## src/rtl/fc_in_loader.sv

```systemverilog
// Streaming activation loader for the fully-parallel FC layer. It assembles IN samples
// into a register bank, zero-pads short frames and holds the vector until the consumer takes it.
module fc_in_loader #(
    parameter int WIDTH = 8,
    parameter int IN    = 128
) (
    input  logic                     clk,
    input  logic                     rst_n,
    input  logic [WIDTH-1:0]         s_data,
    input  logic                     s_valid,
    input  logic                     s_last,
    output logic                     s_ready,
    output logic [WIDTH-1:0]         x [0:IN-1],
    output logic                     x_valid,
    input  logic                     x_ready,
    output logic [$clog2(IN+1)-1:0]  vec_len,
    output logic                     len_err
);

    localparam int CNT_W = (IN > 1) ? $clog2(IN) : 1;
    localparam int LEN_W = $clog2(IN + 1);

    localparam logic [1:0] S_FILL = 2'd0;
    localparam logic [1:0] S_PAD  = 2'd1;
    localparam logic [1:0] S_HOLD = 2'd2;

    localparam logic [CNT_W-1:0] CNT_LAST = CNT_W'(IN - 1);
    localparam logic [LEN_W-1:0] LEN_FULL = LEN_W'(IN);

    logic [1:0]       r_state;
    logic [CNT_W-1:0] r_cnt;
    logic [WIDTH-1:0] r_buf [0:IN-1];
    logic [LEN_W-1:0] r_vec_len;
    logic             r_len_err;
    logic             w_accept;

    assign s_ready  = (r_state == S_FILL) && rst_n;
    assign x_valid  = (r_state == S_HOLD);
    assign x        = r_buf;
    assign vec_len  = r_vec_len;
    assign len_err  = r_len_err;
    assign w_accept = s_valid && s_ready;

    always_ff @(posedge clk) begin
        if (!rst_n) begin
            r_state   <= S_FILL;
            r_cnt     <= '0;
            r_buf     <= '{default: '0};
            r_vec_len <= '0;
            r_len_err <= 1'b0;
        end else begin
            case (r_state)
                S_FILL: begin
                    if (w_accept) begin
                        r_buf[r_cnt] <= s_data;
                        if (r_cnt == CNT_LAST) begin
                            // A full bank is presented even when the source forgot s_last.
                            r_state   <= S_HOLD;
                            r_vec_len <= LEN_FULL;
                            if (!s_last) begin
                                r_len_err <= 1'b1;
                            end
                        end else begin
                            r_cnt <= r_cnt + 1'b1;
                            if (s_last) begin
                                r_vec_len <= LEN_W'(r_cnt) + LEN_W'(1);
                                r_state   <= S_PAD;
                            end
                        end
                    end
                end
                S_PAD: begin
                    // Zero-fill every unused slot so stale entries never reach the adder tree.
                    r_buf[r_cnt] <= '0;
                    if (r_cnt == CNT_LAST) begin
                        r_state <= S_HOLD;
                    end else begin
                        r_cnt <= r_cnt + 1'b1;
                    end
                end
                S_HOLD: begin
                    if (x_ready) begin
                        r_cnt   <= '0;
                        r_state <= S_FILL;
                    end
                end
                default: begin
                    r_state <= S_FILL;
                end
            endcase
        end
    end

endmodule

```

## config.mk

```make
export PLATFORM = sky130hd
export DESIGN_NAME = fc_in_loader
export DESIGN_NICKNAME = d
export VERILOG_FILES = /design/src/rtl/fc_in_loader.sv
export SDC_FILE = /design/constraint.sdc
export NUM_CORES = 2
export LEC_CHECK = 0
export ABC_AREA = 1
export BUFFER_PORTS_ARGS = -buffer_cell sky130_fd_sc_hd__buf_4
export CAP_MARGIN = 20
export CORE_AREA = 2 2 408 410
export CTS_BUF_LIST = sky130_fd_sc_hd__clkbuf_2
export DETAILED_ROUTE_END_ITERATION = 12
export DIE_AREA = 0 0 410 412
export PLACE_DENSITY = 0.51
export SETUP_SLACK_MARGIN = 0.1
export SLEW_MARGIN = 10
export SYNTH_ARGS = -nofsm -noshare
export SYNTH_HDL_FRONTEND = slang
export SYNTH_SLANG_ARGS = --single-unit
```

## constraint.sdc

```tcl
create_clock -name clk -period 2.8 [get_ports clk]
set_clock_uncertainty 0.05 [all_clocks]
set_input_delay 0.28 -clock clk [delete_from_list [all_inputs] [get_ports clk]]
set_output_delay 0.28 -clock clk [all_outputs]
set_load 0.02 [all_outputs]
```

==> impl_metrics.ini <==
[placement]
hpwl_um = 163000
place_congestion = 0.871
portBuffers = 1047
dp.cells = 10300

[worst_setup_path]
reg2reg_slack_ns = 0.13
cp_max_fo = 3
r2r_start = r_cnt[0]
worst-path-buf-inv = 2
critPathTopFamily = flip-flops
cpMostUsedCell = nor2_4
path_class = reg2out
crit_chain = nor2_4, inv_2, nor2_4, buf_8
r2r_cells = 9
start_kind = register
end_kind = primary output
reg2reg_to = vec_len[1]
crit_path_max_incr_delay_ns = 0.38
cp.depth = 4
cp_slowest_cell = dfxtp_4
worstPathRequired_ns = 2.47
arrival_ns = 2.53

[route]
drt_iter0_drc = 4705
wl_um = 246000
wl_per_cell_um = 22.2
vias = 55000
routed_via_density = 4.95
drt_first_pass_iters = 6
drc = 0
final_antenna_net_count = 0

[timing]
finalCritPeriodShare_pct = 102
max_freq_mhz = 350
rsz0062_at_grt = yes
slew_viol_final = 0
worst_slew_pin_slew_ns = 1.28
setup_ws_ns = -0.0584
fin_crit_ns = 2.86
setup_violations = 2
final_hold_viol_count = 0
timing.hold.ws_ns = 0.266
maxSlewHeadroom_pct = 14.4

[yosys]
synth_edf_count = 0
yosys.area_share.simple_pct = 36.0
synthCells = 7435
yosysMostFrequentCell = nor2_1
ys_ff_latch = 1042
netlist_area_um2 = 48300
async_reset_ff_share_pct = 0
synth_area_leaders = dfxtp_1, nor2_1, nand2_1
synth_cell_types = 23
synth_seq_area_share_pct = 43.2
synth_top_area_share_pct = 43.2
syn_area_per_cell_um2 = 6.50
synthAdderAreaFrac_pct = 0.0259
yosysWarnings = 0
synth_flop_cell = dfxtp_1
synth_fp_nets = 7449
yosys.area.top_type = dfxtp_1
synth_compound_area_share_pct = 12.3
synth_xor_area_share_pct = 0.0181
synthTopCellsByCount = nor2_1, nand2_1, dfxtp_1, nand3_1, inv_1
synthMuxAreaShare_pct = 0
synth_top_family_by_area = simple AND/OR/NAND/NOR gates

[clock_network]
htreeDepth = 5
numClockSinks = 1042
numCtsBuffers = 320
cts-root-buf = clkbuf_2
cts_tree = yes
clk_pin_slew_ns = 0.10
clockBufferDepth = 4
clk_latency_ns = 1.90

[status]
failed_checks = negative setup slack
status = complete, but fails checks

[global_route]
grt_usage_pct = 27.8
grt-ovfl-total = 0
antenna_found_initial = 15
grt_pass1_vias = 51200
grt_max_degree = 212
grt_pass1_wl_um = 349000

[die]
die_w_um = 410
chipHeight_um = 412
core-area_um2 = 164000
rows = 149
dieArea_um2 = 169000
start_util_pct = 29.4
pin_count = 1048

[power_and_ir_drop]
ir_drop_uv = 410
powerDensity_nw_per_um2 = 454
leakage_nw = 31.5

[finish]
fin_cells = 11100
drive_gt1_share_pct = 34.8
nets = 8731
area_growth_pct = 43.5
final_util_pct = 42.2

[job]
drv_cap = 0

[hold_path]
min_path_cells = 6
min_to = x[635]
hold_start = rst_n
hp-class = in2reg
final cells by class:
| cell class | instances | area (um^2) |
|---|---|---|
| Antenna cell | 8 | 20.0 |
| Clock inverter | 39 | 204 |
| Fill cell | 17300 | 94900 |
| Multi-Input combinational cell | 5348 | 23700 |
| Inverter | 534 | 2040 |
| Sequential cell | 1042 | 22600 |
| Timing Repair Buffer | 1471 | 15600 |
| Tap cell | 2189 | 2740 |
| Clock buffer | 470 | 2350 |
per-stage QoR:
stage                     total power, mW  cell area [um^2]  setup TNS [ns]  worst slack [ns]
final                                31.5             69300         -0.0676           -0.0584
after global routing                 33.0             69300           -9.74            -0.279
after CTS                            31.8             68500          -74.47            -0.394
after detailed placement             19.9             58700         -0.0133           -0.0133
after global placement               19.8             58700           -3.96            -0.506
after floorplan                      17.9             48300               0             0.998
per-layer routing:
metal	up-vias	routed length (um)	share of wire [%]	global-route usage (%)
met5	-	14	0.0057	0
met4	2	14900	6.1	16.6
met3	558	19700	8.0	7.56
met2	2236	112000	45	44.3
met1	25900	99600	40	33.4
li1	26300	-	-	-
worst reg2reg max path: cells and delay by family (launching register included):
kind,cells,cell delay (ns)
fa+ha+maj,1,0.29
flops,1,0.58
buf+inv,1,0.57
compound gates,1,0.05
simple gates,6,0.98
state kept, by name (all words and copies together), names as in the netlist:
register  cells
r_state       2
vec_len       8
x          1024
r_cnt         7
len_err       1
placed cells by master, fill, tap and decap left out, types with 36 or more instances in the layout:
cell type,n
nor2_1,1892
buf_12,42
o21ai_0,213
nand3_1,535
buf_6,1022
nor3_2,36
a21oi_1,240
o211ai_1,472
clkbuf_2,471
buf_4,353
nand2_2,36
nand2_1,1834
dfxtp_2,846
dfxtp_4,190
inv_1,503
power breakdown:
group | total, mW | leakage, nW | internal [mW] | switching, mW
registers | 15.2 | 8.99 | 14.9 | 0.264
logic | 4.65 | 20.5 | 1.35 | 3.30
clock network | 11.6 | 2.05 | 4.55 | 7.09
total | 31.5 | 31.5 | 20.8 | 10.6
timing repair:
action                                  in CTS  in global routing
gates resized for setup                   2275                104
endpoints found under the setup margin    1097               1482
pin swaps                                    3                  4
hold endpoints to repair                  1042                  0
setup buffers                              159                 55
hold buffers                                32                  0
worst max-delay path by stage:
stage,start,end
after CTS,r_state[0],s_ready
after global routing,r_state[1],s_ready
after floorplan,r_cnt[1],x[85]
final,r_state[1],s_ready
after detailed placement,r_cnt[2],x[818]
after global placement,r_cnt[6],x[511]
cell families after synthesis:
group | after synthesis
buffers and inverters | 1045
adders and majority gates | 1
xor gates and xnor gates | 1
DFF | 1042
AOI/OAI and AO/OA | 948
and+or+nand+nor | 4398
No activity file was read; power rests on OpenSTA's default activity.
